<file path="src/rtl/spu_div_pkg.sv">
// Shared types and helpers for the SPU pipelined divider.
package spu_div_pkg;

    // Per-stage sideband travelling alongside the datapath of each step.
    // The tag is carried next to it because its width is set per instance.
    typedef struct packed {
        logic vld;    // stage holds a live transaction
        logic sgn;    // transaction uses two's complement operands
        logic a_neg;  // raw sign bit of the dividend
        logic b_neg;  // raw sign bit of the divisor
        logic dz;     // divisor was zero
    } div_sb_t;

    // Accept-to-result latency: one cycle per registered step plus the output register.
    function automatic int unsigned div_latency(input logic [63:0] mask, input int unsigned qw);
        int unsigned cnt;
        cnt = 0;
        for (int unsigned i = 0; i < qw; i++) begin
            if (mask[i[5:0]]) begin
                cnt = cnt + 1;
            end
        end
        return cnt + 1;
    endfunction

endpackage

</file>
<file path="src/rtl/spu_divider_pipe_step.sv">
// One restoring-division step: shift in the next dividend bit, trial-subtract the
// divisor and shift the resulting quotient bit into the work register.
module spu_div_step
    import spu_div_pkg::*;
#(
    parameter int unsigned STEP       = 0,
    parameter int unsigned QW         = 12,
    parameter int unsigned DIVISOR_DW = 8,
    parameter int unsigned TAG_DW     = 4,
    parameter bit          REG        = 1'b1
) (
    input  logic                  core_clk,
    input  logic                  rst_n,
    input  logic                  adv,
    input  div_sb_t               sb_i,
    input  logic [TAG_DW-1:0]     tag_i,
    input  logic [DIVISOR_DW:0]   prem_i,
    input  logic [QW-1:0]         work_i,
    input  logic [DIVISOR_DW-1:0] dvs_i,
    output div_sb_t               sb_o,
    output logic [TAG_DW-1:0]     tag_o,
    output logic [DIVISOR_DW:0]   prem_o,
    output logic [QW-1:0]         work_o,
    output logic [DIVISOR_DW-1:0] dvs_o
);

    logic [DIVISOR_DW:0] trial;
    logic [DIVISOR_DW:0] prem_n;
    logic [QW-1:0]       work_n;
    logic                early;
    logic                take;

    // Restoring compare/subtract. The work register holds the unconsumed dividend
    // bits at the top and the quotient bits produced so far at the bottom.
    always_comb begin
        trial = {prem_i[DIVISOR_DW-1:0], work_i[QW-1]};
        // Before this step only STEP+1 dividend bits have entered the remainder,
        // so any divisor bit at or above that position forces a zero quotient bit.
        early = 1'b0;
        for (int unsigned k = STEP + 1; k < DIVISOR_DW; k++) begin
            early = early | dvs_i[k];
        end
        take   = ~early & (prem_i[DIVISOR_DW] | (trial >= {1'b0, dvs_i}));
        prem_n = take ? (trial - {1'b0, dvs_i}) : trial;
        work_n = {work_i[QW-2:0], take};
    end

    if (REG) begin : g_reg
        // Stage register: valid always follows on advance, payload only for live data.
        always_ff @(posedge core_clk or negedge rst_n) begin
            if (!rst_n) begin
                sb_o   <= '0;
                tag_o  <= '0;
                prem_o <= '0;
                work_o <= '0;
                dvs_o  <= '0;
            end else if (adv) begin
                sb_o.vld <= sb_i.vld;
                if (sb_i.vld) begin
                    sb_o   <= sb_i;
                    tag_o  <= tag_i;
                    prem_o <= prem_n;
                    work_o <= work_n;
                    dvs_o  <= dvs_i;
                end
            end
        end
    end else begin : g_comb
        assign sb_o   = sb_i;
        assign tag_o  = tag_i;
        assign prem_o = prem_n;
        assign work_o = work_n;
        assign dvs_o  = dvs_i;
    end

endmodule

</file>
<file path="src/rtl/spu_divider_pipe.sv">
// Pipelined signed/unsigned restoring divider with fractional quotient bits,
// remainder, divide-by-zero flag, sideband tag and valid/ready backpressure.
module spu_divider_pipe
    import spu_div_pkg::*;
#(
    parameter int unsigned                         DIVIDEND_DW = 8,
    parameter int unsigned                         DIVISOR_DW  = 8,
    parameter int unsigned                         FRAC_DW     = 4,
    parameter logic [DIVIDEND_DW+FRAC_DW-1:0]      STAGE_MASK  = '1,
    parameter int unsigned                         TAG_DW      = 4
) (
    input  logic                           core_clk,
    input  logic                           rst_n,
    input  logic                           in_vld,
    output logic                           in_rdy,
    input  logic                           in_signed,
    input  logic [DIVIDEND_DW-1:0]         data0,
    input  logic [DIVISOR_DW-1:0]          data1,
    input  logic [TAG_DW-1:0]              in_tag,
    output logic                           out_vld,
    input  logic                           out_rdy,
    output logic [DIVIDEND_DW+FRAC_DW:0]   quot,
    output logic [DIVISOR_DW-1:0]          rem,
    output logic                           dz,
    output logic [TAG_DW-1:0]              out_tag,
    output logic                           busy
);

    localparam int unsigned QW = DIVIDEND_DW + FRAC_DW;

    logic adv;

    // Stage-0 operands after input conversion.
    div_sb_t                 sb0;
    logic [TAG_DW-1:0]       tag0;
    logic [DIVISOR_DW:0]     prem0;
    logic [QW-1:0]           work0;
    logic [DIVISOR_DW-1:0]   dvs0;
    logic [DIVIDEND_DW-1:0]  a_mag;
    logic [DIVISOR_DW-1:0]   b_mag;

    // Outputs of step i.
    div_sb_t                 sb_s   [QW];
    logic [TAG_DW-1:0]       tag_s  [QW];
    logic [DIVISOR_DW:0]     prem_s [QW];
    logic [QW-1:0]           work_s [QW];
    logic [DIVISOR_DW-1:0]   dvs_s  [QW];
    logic [QW-1:0]           vld_reg;

    // Output fixup.
    div_sb_t                 sb_l;
    logic [QW-1:0]           q_mag;
    logic                    q_neg;
    logic [QW:0]             quot_n;
    logic [DIVISOR_DW-1:0]   r_mag;
    logic                    r_neg;
    logic [DIVISOR_DW-1:0]   rem_n;
    logic                    unused_dvs;

    assign adv    = ~out_vld | out_rdy;
    assign in_rdy = adv;
    // Combinational steps only mirror upstream valids, so only registered ones count.
    assign busy   = out_vld | (|vld_reg);

    // Input conversion: magnitudes and sign sideband for the accepted operands.
    always_comb begin
        a_mag = (in_signed & data0[DIVIDEND_DW-1]) ? -data0 : data0;
        b_mag = (in_signed & data1[DIVISOR_DW-1])  ? -data1 : data1;
        sb0   = '{vld:   in_vld,
                  sgn:   in_signed,
                  a_neg: data0[DIVIDEND_DW-1],
                  b_neg: data1[DIVISOR_DW-1],
                  dz:    (data1 == '0)};
        tag0  = in_tag;
        prem0 = '0;
        work0 = QW'(a_mag) << FRAC_DW;
        dvs0  = b_mag;
    end

    for (genvar i = 0; i < QW; i++) begin : g_step
        div_sb_t               sb_in;
        logic [TAG_DW-1:0]     tag_in;
        logic [DIVISOR_DW:0]   prem_in;
        logic [QW-1:0]         work_in;
        logic [DIVISOR_DW-1:0] dvs_in;

        if (i == 0) begin : g_first
            assign sb_in   = sb0;
            assign tag_in  = tag0;
            assign prem_in = prem0;
            assign work_in = work0;
            assign dvs_in  = dvs0;
        end else begin : g_next
            assign sb_in   = sb_s[i-1];
            assign tag_in  = tag_s[i-1];
            assign prem_in = prem_s[i-1];
            assign work_in = work_s[i-1];
            assign dvs_in  = dvs_s[i-1];
        end

        spu_div_step #(
            .STEP       (i),
            .QW         (QW),
            .DIVISOR_DW (DIVISOR_DW),
            .TAG_DW     (TAG_DW),
            .REG        (STAGE_MASK[QW-1-i])
        ) u_step (
            .core_clk (core_clk),
            .rst_n    (rst_n),
            .adv      (adv),
            .sb_i     (sb_in),
            .tag_i    (tag_in),
            .prem_i   (prem_in),
            .work_i   (work_in),
            .dvs_i    (dvs_in),
            .sb_o     (sb_s[i]),
            .tag_o    (tag_s[i]),
            .prem_o   (prem_s[i]),
            .work_o   (work_s[i]),
            .dvs_o    (dvs_s[i])
        );

        assign vld_reg[i] = STAGE_MASK[QW-1-i] ? sb_s[i].vld : 1'b0;
    end

    // The last step's divisor copy has no consumer.
    assign unused_dvs = ^dvs_s[QW-1];

    // Sign and divide-by-zero fixup of the final quotient and remainder.
    always_comb begin
        sb_l   = sb_s[QW-1];
        q_mag  = sb_l.dz ? '1 : work_s[QW-1];
        q_neg  = sb_l.sgn & (sb_l.dz ? sb_l.a_neg : (sb_l.a_neg ^ sb_l.b_neg));
        quot_n = q_neg ? -{1'b0, q_mag} : {1'b0, q_mag};
        r_mag  = prem_s[QW-1][DIVISOR_DW-1:0];
        r_neg  = sb_l.sgn & sb_l.a_neg & (prem_s[QW-1] != '0);
        rem_n  = sb_l.dz ? '0 : (r_neg ? -r_mag : r_mag);
    end

    // Output register: holds while the consumer stalls.
    always_ff @(posedge core_clk or negedge rst_n) begin
        if (!rst_n) begin
            out_vld <= 1'b0;
            quot    <= '0;
            rem     <= '0;
            dz      <= 1'b0;
            out_tag <= '0;
        end else if (adv) begin
            out_vld <= sb_l.vld;
            if (sb_l.vld) begin
                quot    <= quot_n;
                rem     <= rem_n;
                dz      <= sb_l.dz;
                out_tag <= tag_s[QW-1];
            end
        end
    end

endmodule

</file>
<file path="config.mk">
export PLATFORM = sky130hd
export DESIGN_NAME = spu_divider_pipe
export DESIGN_NICKNAME = d
export VERILOG_FILES = /design/src/rtl/spu_div_pkg.sv /design/src/rtl/spu_divider_pipe_step.sv /design/src/rtl/spu_divider_pipe.sv
export SDC_FILE = /design/constraint.sdc
export NUM_CORES = 1
export LEC_CHECK = 0
export ABC_AREA = 1
export BUFFER_PORTS_ARGS = -buffer_cell sky130_fd_sc_hd__buf_2
export CAP_MARGIN = 10
export CORE_UTILIZATION = 60
export CTS_CLUSTER_DIAMETER = 40
export DETAILED_ROUTE_END_ITERATION = 12
export PLACE_DENSITY = 0.76
export SLEW_MARGIN = 20
export SYNTH_ARGS = -nofsm -noshare
export SYNTH_HDL_FRONTEND = slang
export SYNTH_HIERARCHICAL = 1
export SYNTH_SLANG_ARGS = --single-unit
</file>
<file path="constraint.sdc">
create_clock -name core_clk -period 3 [get_ports core_clk]
set_input_delay 0.15 -clock core_clk [delete_from_list [all_inputs] [get_ports core_clk]]
set_output_delay 0.15 -clock core_clk [all_outputs]
set_load 0.02 [all_outputs]
</file>
==> results_dict.tcl <==
set metrics [dict create \
    run_status "completed" \
    finalPower_mw 36.9 \
    ant_nets 0 \
    wirelength_um 58500 \
    dieArea_um2 44400 \
    period_needed_ns 2.57 \
    power_per_cell_area_nw_per_um2 1250 \
    netlist_area_um2 26100 \
    clock-root-buffer "clkbuf_16" \
    gp_congestion 0.929 \
    cap_violations 0 \
    viasPerCell 5.17 \
    setup_viol 0 \
    whs_ns 0.0415 \
    relSlewSlack 0.372 \
    p_clk_frac 0.222 \
    start_kind "primary input" \
    sw_frac_of_total 0.450 \
    grt_overflow_total 0 \
    drt_pre_antenna_iters 7 \
    postCtsSetupRepairBufs 0 \
    nFillCells 3556 \
    p_sw_mw 16.6 \
    end_kind "flop" \
    instances_no_fill 4154 \
    antennaDiodeCount 0 \
    clock_skew_ns 0.0210 \
    clk_pin_slew_ns 0.05 \
    grt_pass1_wl_um 101000 \
    rows 76 \
    critPathMaxStageDelay_ns 0.56 \
    hold_violations 0 \
    placed_cells 4007 \
    syn_inst 3415 \
    p_leak_nw 16.3 \
    tightest_slew_ns 0.941 \
    ir_drop_mv 0.687 \
    drt_iter0_drc 1359 \
    first_global_vias 21527 \
    layout_common_cells "1,491 x nand2_1, 475 x dfrtp_1, 359 x inv_1" \
    dp_hpwl_um 42100 \
    arrival_ns 3.03 \
    clk_path_buf_depth 3 \
    die_w_um 211 \
    cts_tree "done" \
    ios 54 \
    cts.sinks 475 \
    initial_core_util 0.608 \
    crit_path_top_delay_cell "dlygate4sd3_1" \
    synth.avg_cell_area_um2 7.65 \
    share_comb_of_total_power 0.489 \
    vias 21472 \
    area_growth_pct 13.2 \
    final_max_slew_viol_count 0 \
    htreeDepth 3 \
    grt_use_total 0.274 \
    hold_class "in -> reg" \
    yosys_warnings 6 \
    fmax_mhz 389 \
    seq_power_share 0.290 \
    fin_crit_sh 0.857 \
    layout.nets 3653 \
    clock_latency_ns 0.59 \
    drive_above_1_share 0.117 \
    internal-power_mw 20.3 \
    worst-setup-path-type "in -> reg" \
    path_cells "dlygate4sd3_1, buf_2, nor3_1, inv_1, nor3_1, or2_2, xor2_1, inv_1, ha_1, nand2_1, nor2_1, a21oi_1, nand2_4, nand2_4, nand2_1, nand3_1, nand2_1" \
    wl_per_cell_um 14.1 \
    rsz0062_at_grt "false" \
    cts_buffers 71 \
    cpMostUsedCell "nand2_1" \
    crit_fanout 9 \
    portBuffers 53 \
    fp.coreArea_um2 43000 \
    antenna_found_initial 0 \
    crit_required_ns 3.46 \
    grt_max_degree 94 \
    chipHeight_um 211 \
    final_common_cell "nand2_1" \
    drcViolationCount 0 \
    setup_tns_ns 0 \
]
registers in the layout, indices dropped and copies added (netlist names):
name / flops
quot: 13
out_vld: 1
dz: 1
g_step.u_step/tag_o: 48
out_tag: 4
g_step.u_step/dvs_o: 88
rem: 8
g_step.u_step/prem_o: 108
g_step.u_step/work_o: 144
g_step.u_step/sb_o: 60
metrics by stage:
step	util	setup slack, ns	cell area, um2
floorplan	-	0.898	26200
global placement	0.628	0.506	27000
detailed placement	0.628	0.478	27000
CTS	0.688	0.552	29600
global route	0.688	0.163	29600
finish	0.688	0.430	29600
power groups by stage:
stage,Clock [mW],Sequential [mW],Combinational [mW]
2_1_floorplan,0,10.4,14.4
3_3_place_gp,0,10.7,17.4
5_1_grt,8.60,11.0,20.6
4_1_cts,8.33,10.7,18.0
3_5_place_dp,0,10.8,17.8
6_report,8.18,10.7,18.0
cell type report:
cell class,count,area [um2],area share
Clock buffer,85,1920,0.0650
Clock inverter,41,459,0.0155
Inverter,412,1570,0.0532
Multi-Input combinational cell,2454,12200,0.414
Sequential cell,475,11900,0.402
Tap cell,585,732,0.0248
Timing Repair Buffer,102,758,0.0256
final timing paths:
| path | to | slack (ns) | depth (start not counted) | from |
|---|---|---|---|---|
| worst max-delay path | g_step[0].u_step/prem_o[7] | 0.43 | 17 | data1[2] |
| worst min-delay path | g_step[0].u_step/dvs_o[5] | 0.04 | 5 | data1[5] |
| worst max register to register | quot[1] | 0.72 | 6 | out_vld |
| worst min register to register | g_step[2].u_step/sb_o[1] | 0.46 | 2 | g_step[1].u_step/sb_o[1] |
| max in group asynchronous | g_step[3].u_step/dvs_o[3] | 1.87 | 3 | rst_n |
| min in group asynchronous | g_step[8].u_step/dvs_o[6] | 0.15 | 2 | rst_n |
worst max-delay path: cells and delay by family:
family          cells  cell delay [ns]
simple gates       10             1.24
buf+inv             4             0.88
fa+ha+maj           1             0.35
compound gates      1             0.26
xor+xnor            1             0.14
metal layers:
metal	vias up	wire length, um	global-route usage
met5	-	0	0
met4	0	1360	0.0850
met3	109	1810	0.0388
met2	394	29800	0.490
met1	10181	25500	0.343
li1	10788	-	-
timing repair:
action                    4_1_cts  5_1_grt
hold buffers                   21        0
hold endpoints to repair       95        0
gates resized for setup         0        0
Note: power is estimated with default switching activity, not from simulation.
